==> src/rtl/instr_enc_pkg.sv <==
// Shared encodings for the MIPS instruction encoder: mnemonic codes, opcodes, funct codes.
// Optional feature macro used by instr_encoder: ENC_BRANCH_DELAY_EN.
package instr_enc_pkg;

    typedef enum logic [3:0] {
        MN_ADD = 4'd0,
        MN_SUB = 4'd1,
        MN_AND = 4'd2,
        MN_OR  = 4'd3,
        MN_NOR = 4'd4,
        MN_SLT = 4'd5,
        MN_LW  = 4'd6,
        MN_SW  = 4'd7,
        MN_BEQ = 4'd8
    } mnem_t;

    localparam logic [5:0] OP_RTYPE = 6'd0;
    localparam logic [5:0] OP_LW    = 6'd35;
    localparam logic [5:0] OP_SW    = 6'd43;
    localparam logic [5:0] OP_BEQ   = 6'd4;

    localparam logic [5:0] FN_ADD = 6'd32;
    localparam logic [5:0] FN_SUB = 6'd34;
    localparam logic [5:0] FN_AND = 6'd36;
    localparam logic [5:0] FN_OR  = 6'd37;
    localparam logic [5:0] FN_NOR = 6'd39;
    localparam logic [5:0] FN_SLT = 6'd42;

    // sll $0,$0,0
    localparam logic [31:0] NOP_WORD = 32'h0000_0000;

    function automatic logic [31:0] rtype_word(input logic [4:0] rs, input logic [4:0] rt,
                                               input logic [4:0] rd, input logic [5:0] fn);
        return {OP_RTYPE, rs, rt, rd, 5'd0, fn};
    endfunction

    function automatic logic [31:0] itype_word(input logic [5:0] op, input logic [4:0] rs,
                                               input logic [4:0] rt, input logic [15:0] imm);
        return {op, rs, rt, imm};
    endfunction

endpackage

==> src/rtl/instr_encoder_fifo.sv <==
// Synchronous DEPTH x 32 FIFO with occupancy count; head word is forced to 0 while empty.
module instr_fifo #(
    parameter int DEPTH = 4
) (
    input  logic                       clk,
    input  logic                       rst,
    input  logic                       push,
    input  logic [31:0]                din,
    input  logic                       pop,
    output logic [31:0]                dout,
    output logic [$clog2(DEPTH):0]     count
);
    localparam int AW = $clog2(DEPTH);
    localparam logic [AW:0] FULL = (AW + 1)'(DEPTH);

    logic [31:0]   mem [DEPTH];
    logic [AW-1:0] wr_ptr;
    logic [AW-1:0] rd_ptr;
    logic          do_push;
    logic          do_pop;

    assign do_push = push && (count < FULL);
    assign do_pop  = pop && (count != '0);
    assign dout    = (count != '0) ? mem[rd_ptr] : '0;

    always_ff @(posedge clk) begin
        if (do_push) begin
            mem[wr_ptr] <= din;
        end
    end

    always_ff @(posedge clk or posedge rst) begin
        if (rst) begin
            wr_ptr <= '0;
            rd_ptr <= '0;
            count  <= '0;
        end else begin
            if (do_push) begin
                wr_ptr <= wr_ptr + 1'b1;
            end
            if (do_pop) begin
                rd_ptr <= rd_ptr + 1'b1;
            end
            if (do_push && !do_pop) begin
                count <= count + 1'b1;
            end else if (do_pop && !do_push) begin
                count <= count - 1'b1;
            end
        end
    end

endmodule

==> src/rtl/instr_encoder.sv <==
// Packs mnemonic requests into 32-bit MIPS words and queues them for the loader.
// Define ENC_BRANCH_DELAY_EN to insert a NOP delay slot after every BEQ.
module instr_encoder
    import instr_enc_pkg::*;
#(
    parameter int DEPTH = 4
) (
    input  logic                   clk,
    input  logic                   rst,
    input  logic                   in_valid,
    output logic                   in_ready,
    input  logic [3:0]             in_mnem,
    input  logic [4:0]             in_rs,
    input  logic [4:0]             in_rt,
    input  logic [4:0]             in_rd,
    input  logic [15:0]            in_imm,
    output logic                   out_valid,
    input  logic                   out_ready,
    output logic [31:0]            out_instr,
    output logic [$clog2(DEPTH):0] count,
    output logic                   err_illegal
);
    localparam int CW = $clog2(DEPTH) + 1;
    localparam logic [CW-1:0] FULL = CW'(DEPTH);

    mnem_t       mnem;
    logic        legal;
    logic [31:0] enc_word;
    logic        not_full;
    logic        accept;
    logic        push;
    logic [31:0] push_word;

    assign mnem     = mnem_t'(in_mnem);
    assign not_full = (count < FULL);
    assign accept   = in_valid && in_ready;

    always_comb begin
        legal    = 1'b1;
        enc_word = '0;
        case (mnem)
            MN_ADD:  enc_word = rtype_word(in_rs, in_rt, in_rd, FN_ADD);
            MN_SUB:  enc_word = rtype_word(in_rs, in_rt, in_rd, FN_SUB);
            MN_AND:  enc_word = rtype_word(in_rs, in_rt, in_rd, FN_AND);
            MN_OR:   enc_word = rtype_word(in_rs, in_rt, in_rd, FN_OR);
            MN_NOR:  enc_word = rtype_word(in_rs, in_rt, in_rd, FN_NOR);
            MN_SLT:  enc_word = rtype_word(in_rs, in_rt, in_rd, FN_SLT);
            MN_LW:   enc_word = itype_word(OP_LW, in_rs, in_rt, in_imm);
            MN_SW:   enc_word = itype_word(OP_SW, in_rs, in_rt, in_imm);
            MN_BEQ:  enc_word = itype_word(OP_BEQ, in_rs, in_rt, in_imm);
            default: legal = 1'b0;
        endcase
    end

`ifdef ENC_BRANCH_DELAY_EN
    logic nop_pending;
    logic nop_push;

    // in_ready stays low while the delay-slot NOP waits, so the two push sources never collide.
    assign in_ready  = not_full && !nop_pending;
    assign nop_push  = nop_pending && not_full;
    assign push      = nop_push || (accept && legal);
    assign push_word = nop_push ? NOP_WORD : enc_word;

    always_ff @(posedge clk or posedge rst) begin
        if (rst) begin
            nop_pending <= 1'b0;
        end else if (accept && (mnem == MN_BEQ)) begin
            nop_pending <= 1'b1;
        end else if (nop_push) begin
            nop_pending <= 1'b0;
        end
    end
`else
    assign in_ready  = not_full;
    assign push      = accept && legal;
    assign push_word = enc_word;
`endif

    always_ff @(posedge clk or posedge rst) begin
        if (rst) begin
            err_illegal <= 1'b0;
        end else begin
            err_illegal <= accept && !legal;
        end
    end

    assign out_valid = (count != '0);

    instr_fifo #(.DEPTH(DEPTH)) u_fifo (
        .clk   (clk),
        .rst   (rst),
        .push  (push),
        .din   (push_word),
        .pop   (out_valid && out_ready),
        .dout  (out_instr),
        .count (count)
    );

endmodule
==> config.mk <==
export PLATFORM = sky130hd
export DESIGN_NAME = instr_encoder
export DESIGN_NICKNAME = d
export VERILOG_FILES = /design/src/rtl/instr_enc_pkg.sv /design/src/rtl/instr_encoder_fifo.sv /design/src/rtl/instr_encoder.sv
export SDC_FILE = /design/constraint.sdc
export NUM_CORES = 1
export LEC_CHECK = 0
export BUFFER_PORTS_ARGS = -buffer_cell sky130_fd_sc_hd__buf_2
export CORE_ASPECT_RATIO = 1.75
export CORE_UTILIZATION = 35
export CTS_BUF_LIST = sky130_fd_sc_hd__clkbuf_16
export DETAILED_ROUTE_END_ITERATION = 16
export PLACE_DENSITY = 0.65
export SYNTH_ARGS = -nofsm -noshare
export SYNTH_HDL_FRONTEND = slang
export SYNTH_SLANG_ARGS = --single-unit
==> constraint.sdc <==
create_clock -name clk -period 2.7 [get_ports clk]
set_input_delay 0.405 -clock clk [delete_from_list [all_inputs] [get_ports clk]]
set_output_delay 0.405 -clock clk [all_outputs]
set_load 0.005 [all_outputs]
# Word-level counts from Yosys, hierarchy flattened
# Memories as Yosys holds them, arrays and structs flattened.
# Cells that the tools add are included.
# totals
register_bits	8
latch_bits	0
ram_bits	128
rom_bits	0
inputBits	39
out_inout_bits	38
wordCells	40
memories	1
# mem_list
memory	words	width	read_ports	rd_clocked_by_memory_dff	write_ports	line	source
u_fifo.mem	4	32	1	0	1	instr_encoder_fifo.sv:16	logic [31:0] mem [DEPTH];
# classes
n_addsub	4
multipliers	0
n_div	0
n_lt_le_gt_ge	1
eq_ne	8
shifts	0
mux	7
bitwise	0
reduce_logical	15
# ops
cell	count
case mux 32 bit (9 select lines)	1
2-to-1 mux 32 bit	1
equality test 4 x 3 -> 1 bit (second input constant)	4
OR reduction 9 bit	1
equality test 4 x 2 -> 1 bit (second input constant)	2
logical AND 1 bit	8
2-to-1 mux 3 bit	2
adder 2 x 1 -> 2 bit (second input constant)	2
equality test 4 x 1 -> 1 bit (second input constant)	1
equality test 4 bit (second input constant)	1
logical NOT 4 bit	1
adder 3 x 1 -> 3 bit (second input constant)	1
logical NOT 1 bit	3
less-than comparator 3 bit (second input constant)	1
2-to-1 mux 1 bit	3
nonzero test 3 bit	1
subtractor 3 x 1 -> 3 bit (second input constant)	1
nonzero test 2 bit	1

# Longest topological paths before layout
# Gate-level depths: netlist (run 1).
# depth
word_depth	9
ltp_mapped	10
mapped_depth_nobuf	8

# Modules after synthesis
# Synthesis (run 1) repeated with hierarchy kept, for this count alone.
# hier_totals
hier_cells	326
area_unflattened_um2	5859.4
# by_module_without_submodules
module	n_inst	cells_each	area_per_inst_um2	seq_area_each_um2
instr_fifo	1	240	5247.5	4018.9
instr_encoder	1	86	611.8	25.0

# Worst setup path before layout (run 1)
# OpenSTA, ideal clock, no wires.
# synth_timing
path_kind	input to register
start	input in_mnem[1]
end	memory u_fifo.mem[0][0], enable pin
setup_time_ps	389
arrival_ps	1821
required_time_ps	2311
slack_ps	491
stages	5
path_buffers	2
cell_sequence	buf_4 > o31ai_4 > and3_1 > buf_6 > and2_1
# synth_via
elab_chain_cells	7
elab_cells_between_ends	15
classes_between	8 x eq/ne; 3 x mux; 4 x reduce/logical
# synth_lines
item	line	source
from (decl)	instr_encoder.sv:12	input logic [3:0] in_mnem,
equality test 4 bit, or another cell as far along	instr_encoder.sv:41	case (mnem)
OR reduction 9 bit (no source line) *	-	
2-to-1 mux 1 bit *	instr_encoder.sv:41	
logical AND 1 bit *	instr_encoder.sv:76	assign push = accept && legal;
logical AND 1 bit *	instr_encoder_fifo.sv:22	assign do_push = push && (count < FULL);
via u_fifo.do_push	instr_encoder_fifo.sv:19	logic do_push;
2-to-1 mux 1 bit *	instr_encoder_fifo.sv:27	if (do_push) begin
2-to-1 mux 1 bit (implied by the code) *	instr_encoder_fifo.sv:28	mem[wr_ptr] <= din;
to (decl)	instr_encoder_fifo.sv:16	
# The timed path passes the listed nets; every way through them passes the cells marked *.

# Worst setup path after layout (run 1)
# layout_timing
start	register u_fifo.rd_ptr[0]
end	output out_instr[31]
# layout_via
elab_chain_cells	2
# layout_lines
item	line	source
from (decl)	instr_encoder_fifo.sv:18	logic [AW-1:0] rd_ptr;
from (signal assigned)	instr_encoder_fifo.sv:42	rd_ptr <= rd_ptr + 1'b1;
memory read (4 x 32 bit)	-	
2-to-1 mux 32 bit	instr_encoder_fifo.sv:24	assign dout = (count != '0) ? mem[rd_ptr] : '0;
to (decl)	instr_encoder.sv:19	output logic [31:0] out_instr,
# Every way passes these cells.

==> impl_metrics.env, run 1 <==
export IMPL_h_tree_depth=4
export IMPL_p_per_area_nw_per_um2=1030
export IMPL_cts_buffers=17
export IMPL_fmax_mhz=421
export IMPL_yosys_warnings=0
export IMPL_path_cells="buf_12, mux4_2, and2_1, buf_2"
export IMPL_synth_edf_count=116
export IMPL_yosysTopAreaCell="edfxtp_1"
export IMPL_synthesis_area_um2=5310
export IMPL_port_buffers=75
export IMPL_crit_buf_inv=2
export IMPL_dp_cells=543
export IMPL_drive_above_1_share=0.392
export IMPL_status="finished clean"
export IMPL_fin_tns_setup_ps=0
export IMPL_drt_initial_drc_count=149
export IMPL_synth_distinct_cells=39
export IMPL_first_global_vias=2972
export IMPL_gp_congestion=0.800
export IMPL_viasPerCell=5.02
export IMPL_start_util=0.358
export IMPL_syn_avg_cell_area_um2=18.2
export IMPL_critPathMaxFanout=29
export IMPL_finalSetupViolCount=0
export IMPL_fp_coreArea_um2=14800
export IMPL_fp_dieW_um=95.1
export IMPL_wl_um=10500
export IMPL_die_area_um2=15700
export IMPL_p_leak_nw=2.39
export IMPL_critPathTopFamily="multiplexers"
export IMPL_drv_cap=0
export IMPL_synth_top_area_frac=0.656
export IMPL_insertion_delay_ps=410
export IMPL_hpwl_um=6920
export IMPL_syn2layout_area_growth_pct=23.3
export IMPL_ios=77
export IMPL_overflow=0
export IMPL_grt_max_degree=32
export IMPL_hold_class="primary input to flop"
export IMPL_clock_sinks=124
export IMPL_cts_tree="built"
export IMPL_rsz0062_at_grt="false"
export IMPL_yosys_top_cells_area="edfxtp_1 (66%), mux4_2 (12%), and2_1 (5.8%)"
export IMPL_synthCells=292
export IMPL_drc=0
export IMPL_min_delay_start="in_valid"
export IMPL_min_period_over_period=0.881
export IMPL_clock_path_buffers=2
export IMPL_criticalPathCategory="flop to primary output"
export IMPL_synth_nets=337
export IMPL_cp_end_kind="primary output"
export IMPL_ys_seq_area_frac=0.694
export IMPL_core_rowCount=59
export IMPL_antenna_found_initial=0
export IMPL_r2r_start="u_fifo.count[0]$_DFFE_PP0P_"
export IMPL_clk_pin_slew_worst_paths_ps=60
export IMPL_async_flop_share=0.0645
export IMPL_wl_per_cell_um=18.2
export IMPL_cp_slowest_cell="mux4_2"
export IMPL_ir_drop_uv=612
export IMPL_worst_setup_path_start_kind="flop"
export IMPL_finalHoldViolCount=0
export IMPL_diodes=0
export IMPL_final_instance_count_excl_fill=576
export IMPL_max_slew_margin=0.567
export IMPL_antenna_left=0
export IMPL_root_buffer="clkbuf_16"
export IMPL_synth_seq_cells=124
export IMPL_ys_flop_type="edfxtp_1"
export IMPL_drtPass1Iterations=4
export IMPL_fin_skew_ps=7.24
export IMPL_period_needed_ps=2380
export IMPL_vias=2893
export IMPL_track_usage=0.143
export IMPL_drv_slew=0
export IMPL_arrival_ps=1970
export IMPL_grt_pass1_wl_um=15700
export IMPL_required_ps=2300
export IMPL_worstMarginPinSlew_ps=648
export IMPL_nets=425
export IMPL_startpoint="u_fifo.rd_ptr[0]$_DFFE_PP0P_"
export IMPL_slowest_delay_ps=540
export IMPL_fillers=1287
export IMPL_fp_dieH_um=165
==> power by group <==
part	switching [mW]	total (mW)	internal [mW]
sequential	0.0894	2.42	2.33
combinational	0.891	1.89	1.00
clock	0.845	2.41	1.57
==> cell type report <==
| type | instances | area, um2 | share of cell area |
|---|---|---|---|
| inverter | 7 | 26.3 | 0.00401 |
| tap | 183 | 229 | 0.0350 |
| timing repair buffer | 88 | 500 | 0.0765 |
| clock inverter | 15 | 213 | 0.0325 |
| clock buffer | 17 | 425 | 0.0650 |
| multi-input combinational | 142 | 1470 | 0.224 |
| sequential | 124 | 3680 | 0.563 |
==> per-layer routing <==
layer	wire length [um]	GRT usage
met5	0	0
met4	177	0.0565
met1	3840	0.154
met2	5750	0.251
met3	708	0.0511
==> timing repair <==
item	CTS	global route
hold buffers	1	0
resized for setup	0	0
endpoints found under the hold margin	8	0
buffers inserted	0	0
==> path summary, 6_finish.rpt <==
check	slack (ps)	depth (start not counted)	endpoint
worst min register to register	490	1	err_illegal$_DFF_PP0_
worst min-delay path	270	2	err_illegal$_DFF_PP0_
worst max-delay path	320	4	out_instr[31]
worst max register to register	610	8	u_fifo.count[2]$_DFFE_PP0P_
min in group asynchronous	490	3	u_fifo.wr_ptr[0]$_DFFE_PP0P_
max in group asynchronous	1950	3	u_fifo.rd_ptr[0]$_DFFE_PP0P_
==> metrics by stage <==
stage          instance area [um2]  worst slack [ps]  hold slack, ps  utilization  power (mW)
4_1_cts                       6550               276             256        0.441        6.81
5_1_grt                       6550               203             253        0.441        7.04
3_3_place_gp                  5900               377             373        0.397        4.36
3_5_place_dp                  5900               300             378        0.397        4.40
6_report                      6550               322             266        0.441        6.72
2_1_floorplan                 5310               491             221            -        3.70
==> logic make-up after synthesis <==
group,after synthesis,synth area share
DFF,124,0.694
and+or+nand+nor,72,0.0851
muxes,31,0.128
AOI/OAI and AO/OA,26,0.0370
buffers and inverters,26,0.0302
adders and majority gates,6,0.0156
xor gates and xnor gates,6,0.00990
other,1,0.000706
==> flip-flops by register name, summed over array words and instances (netlist names) <==
name           count
err_illegal        1
u_fifo.mem       116
u_fifo.rd_ptr      2
u_fifo.wr_ptr      2
u_fifo.count       3
==> synth_stat cells (2+ instances only) <==
library cell / count
edfxtp_1: 116
and2_1: 49
mux4_2: 29
dfrtp_1: 8
clkbuf_1: 7
a21oi_1: 6
and3_1: 6
buf_6: 6
inv_1: 6
a22oi_1: 5
ha_1: 5
o22ai_1: 5
xnor2_1: 5
buf_4: 4
nand2_1: 4
nor2_1: 4
and2b_1: 2
buf_2: 2
nor2b_1: 2
nor3b_1: 2
==> cell usage in the layout, fill, tap and decap left out, types with 2 or more instances in the layout <==
cell type	netlist	final
clkbuf_16	0	17
o22ai_1	5	5
inv_6	0	5
buf_4	4	10
and2b_1	2	2
nor3b_1	2	2
clkinv_4	0	3
xnor2_1	5	5
dfrtp_1	8	7
nand2_1	4	4
a21oi_1	6	6
buf_2	2	75
bufinv_16	0	4
ha_1	5	5
edfxtp_1	116	116
a22oi_1	5	5
and2_1	49	49
and3_1	6	6
nor2_1	4	4
buf_12	0	2
inv_1	6	7
mux4_2	29	29
nor2b_1	2	2
No activity file was read; power rests on OpenSTA's default activity.
==> run 2: changes to the inputs <==
--- a/constraint.sdc
+++ b/constraint.sdc
@@ -3,2 +3,2 @@
 set_output_delay 0.405 -clock clk [all_outputs]
-set_load 0.005 [all_outputs]
+set_load 0.02 [all_outputs]
==> impl_metrics.env, run 2 (same netlist as run 1, synthesis figures left out) <==
export IMPL_arrival_ps=2030
export IMPL_reg_largest_list="u_fifo.mem (116), u_fifo.count (3)"
export IMPL_fp_dieW_um=95.1
export IMPL_root_buffer="clkbuf_16"
export IMPL_stdcell_area_um2=6490
export IMPL_fp_dieH_um=165
export IMPL_antenna_found_initial=0
export IMPL_clock_sinks=124
export IMPL_cts_buffers=17
export IMPL_track_usage=0.141
export IMPL_drv_cap=0
export IMPL_fmax_mhz=411
export IMPL_clock_path_buffers=2
export IMPL_layout_commonest_cell="edfxtp_1"
export IMPL_hold_class="primary input to flop"
export IMPL_cp_end_kind="primary output"
export IMPL_syn2layout_area_growth_pct=22.3
export IMPL_drive_above_1_share=0.389
export IMPL_final_cell_mix="edfxtp_1 (116), buf_2 (75), and2_1 (49)"
export IMPL_largest_reg_flops=116
export IMPL_finalHoldViolCount=0
export IMPL_wl_um=10200
export IMPL_fp_coreArea_um2=14800
export IMPL_fillers=1279
export IMPL_wl_per_cell_um=17.8
export IMPL_min_period_over_period=0.901
export IMPL_dpl_cell_area_um2=5890
export IMPL_worst_setup_path_start_kind="flop"
export IMPL_port_buffers=75
export IMPL_drc=0
export IMPL_diodes=0
export IMPL_rsz0062_at_grt="false"
export IMPL_criticalPathCategory="flop to primary output"
export IMPL_critPathMaxFanout=28
export IMPL_required_ps=2300
export IMPL_grt_max_degree=32
export IMPL_antenna_left=0
export IMPL_max_slew_margin=0.598
export IMPL_finalSetupViolCount=0
export IMPL_period_needed_ps=2430
export IMPL_nets=423
export IMPL_grt_pass1_wl_um=15800
export IMPL_clk_pin_slew_worst_paths_ps=60
export IMPL_drtPass1Iterations=4
export IMPL_ctsResizeCount=0
export IMPL_status="finished clean"
export IMPL_viasPerCell=4.96
export IMPL_worstMarginPinSlew_ps=602
export IMPL_start_util=0.358
export IMPL_hpwl_um=6750
export IMPL_p_per_area_nw_per_um2=1070
export IMPL_p_leak_nw=2.35
export IMPL_h_tree_depth=4
export IMPL_fin_skew_ps=5.50
export IMPL_die_area_um2=15700
export IMPL_insertion_delay_ps=410
export IMPL_first_global_vias=3022
export IMPL_drt_initial_drc_count=172
export IMPL_cts_tree="built"
export IMPL_vias=2845
export IMPL_gp_congestion=0.790
export IMPL_overflow=0
export IMPL_largest_register="u_fifo.mem"
export IMPL_ir_drop_uv=685
export IMPL_drv_slew=0
export IMPL_fin_tns_setup_ps=0
export IMPL_ios=77
export IMPL_core_rowCount=59
-- run 2: metrics by stage --
| stage | hold slack [ps] | total power, mW | std cells | utilization | worst slack (ps) |
|---|---|---|---|---|---|
| 2_1_floorplan | 221 | 4.13 | 292 | - | 490 |
| 3_3_place_gp | 376 | 4.78 | 541 | 0.397 | 381 |
| 3_5_place_dp | 378 | 4.83 | 541 | 0.397 | 306 |
| 4_1_cts | 255 | 7.04 | 574 | 0.438 | 243 |
| 5_1_grt | 259 | 7.28 | 574 | 0.438 | 174 |
| 6_report | 269 | 6.94 | 574 | 0.438 | 268 |
-- run 2: timing repair --
action,4_1_cts,5_1_grt
setup buffers,0,0
endpoints found under the hold margin,8,0
setup endpoints to repair,0,0
hold buffers,1,0
-- run 2: worst max-delay path, stage by stage (launching register included) --
cell     delay [ps]
dfrtp_2         430
buf_12          260
mux4_2          530
and2_1          220
buf_2           180
-- run 2: final timing paths --
| check | from | to | slack [ps] | cells past startpoint |
|---|---|---|---|---|
| worst max-delay path | u_fifo.rd_ptr[0]$_DFFE_PP0P_ | out_instr[27] | 270 | 4 |
| worst max register to register | u_fifo.count[0]$_DFFE_PP0P_ | u_fifo.count[2]$_DFFE_PP0P_ | 630 | 8 |
| worst min register to register | u_fifo.rd_ptr[1]$_DFFE_PP0P_ | u_fifo.rd_ptr[1]$_DFFE_PP0P_ | 470 | 1 |
| worst min-delay path | in_valid | err_illegal$_DFF_PP0_ | 270 | 2 |
| max in group asynchronous | rst | u_fifo.rd_ptr[0]$_DFFE_PP0P_ | 1900 | 3 |
| min in group asynchronous | rst | err_illegal$_DFF_PP0_ | 510 | 3 |
-- run 2: final cells by class --
type / count / area (um2) / area share
clock buffers: 17 / 425 / 0.0655
well taps: 183 / 229 / 0.0353
flip-flops and latches: 124 / 3680 / 0.567
clock inverters: 15 / 165 / 0.0254
multi-input cells: 142 / 1470 / 0.226
inverters: 7 / 26.3 / 0.00405
repair buffers: 86 / 498 / 0.0767
-- run 2: layer usage --
layer,up-vias,part of all wire,global-route usage
met5,-,0,0
met4,0,0.017,0.0599
met3,10,0.061,0.0424
met2,91,0.54,0.240
met1,1437,0.38,0.162
li1,1307,-,-
-- run 2: power breakdown --
group	internal (mW)	leakage, nW	switching (mW)	total [mW]
registers	2.33	1.16	0.0922	2.42
logic	1.01	0.912	1.29	2.30
clock network	1.37	0.277	0.844	2.22
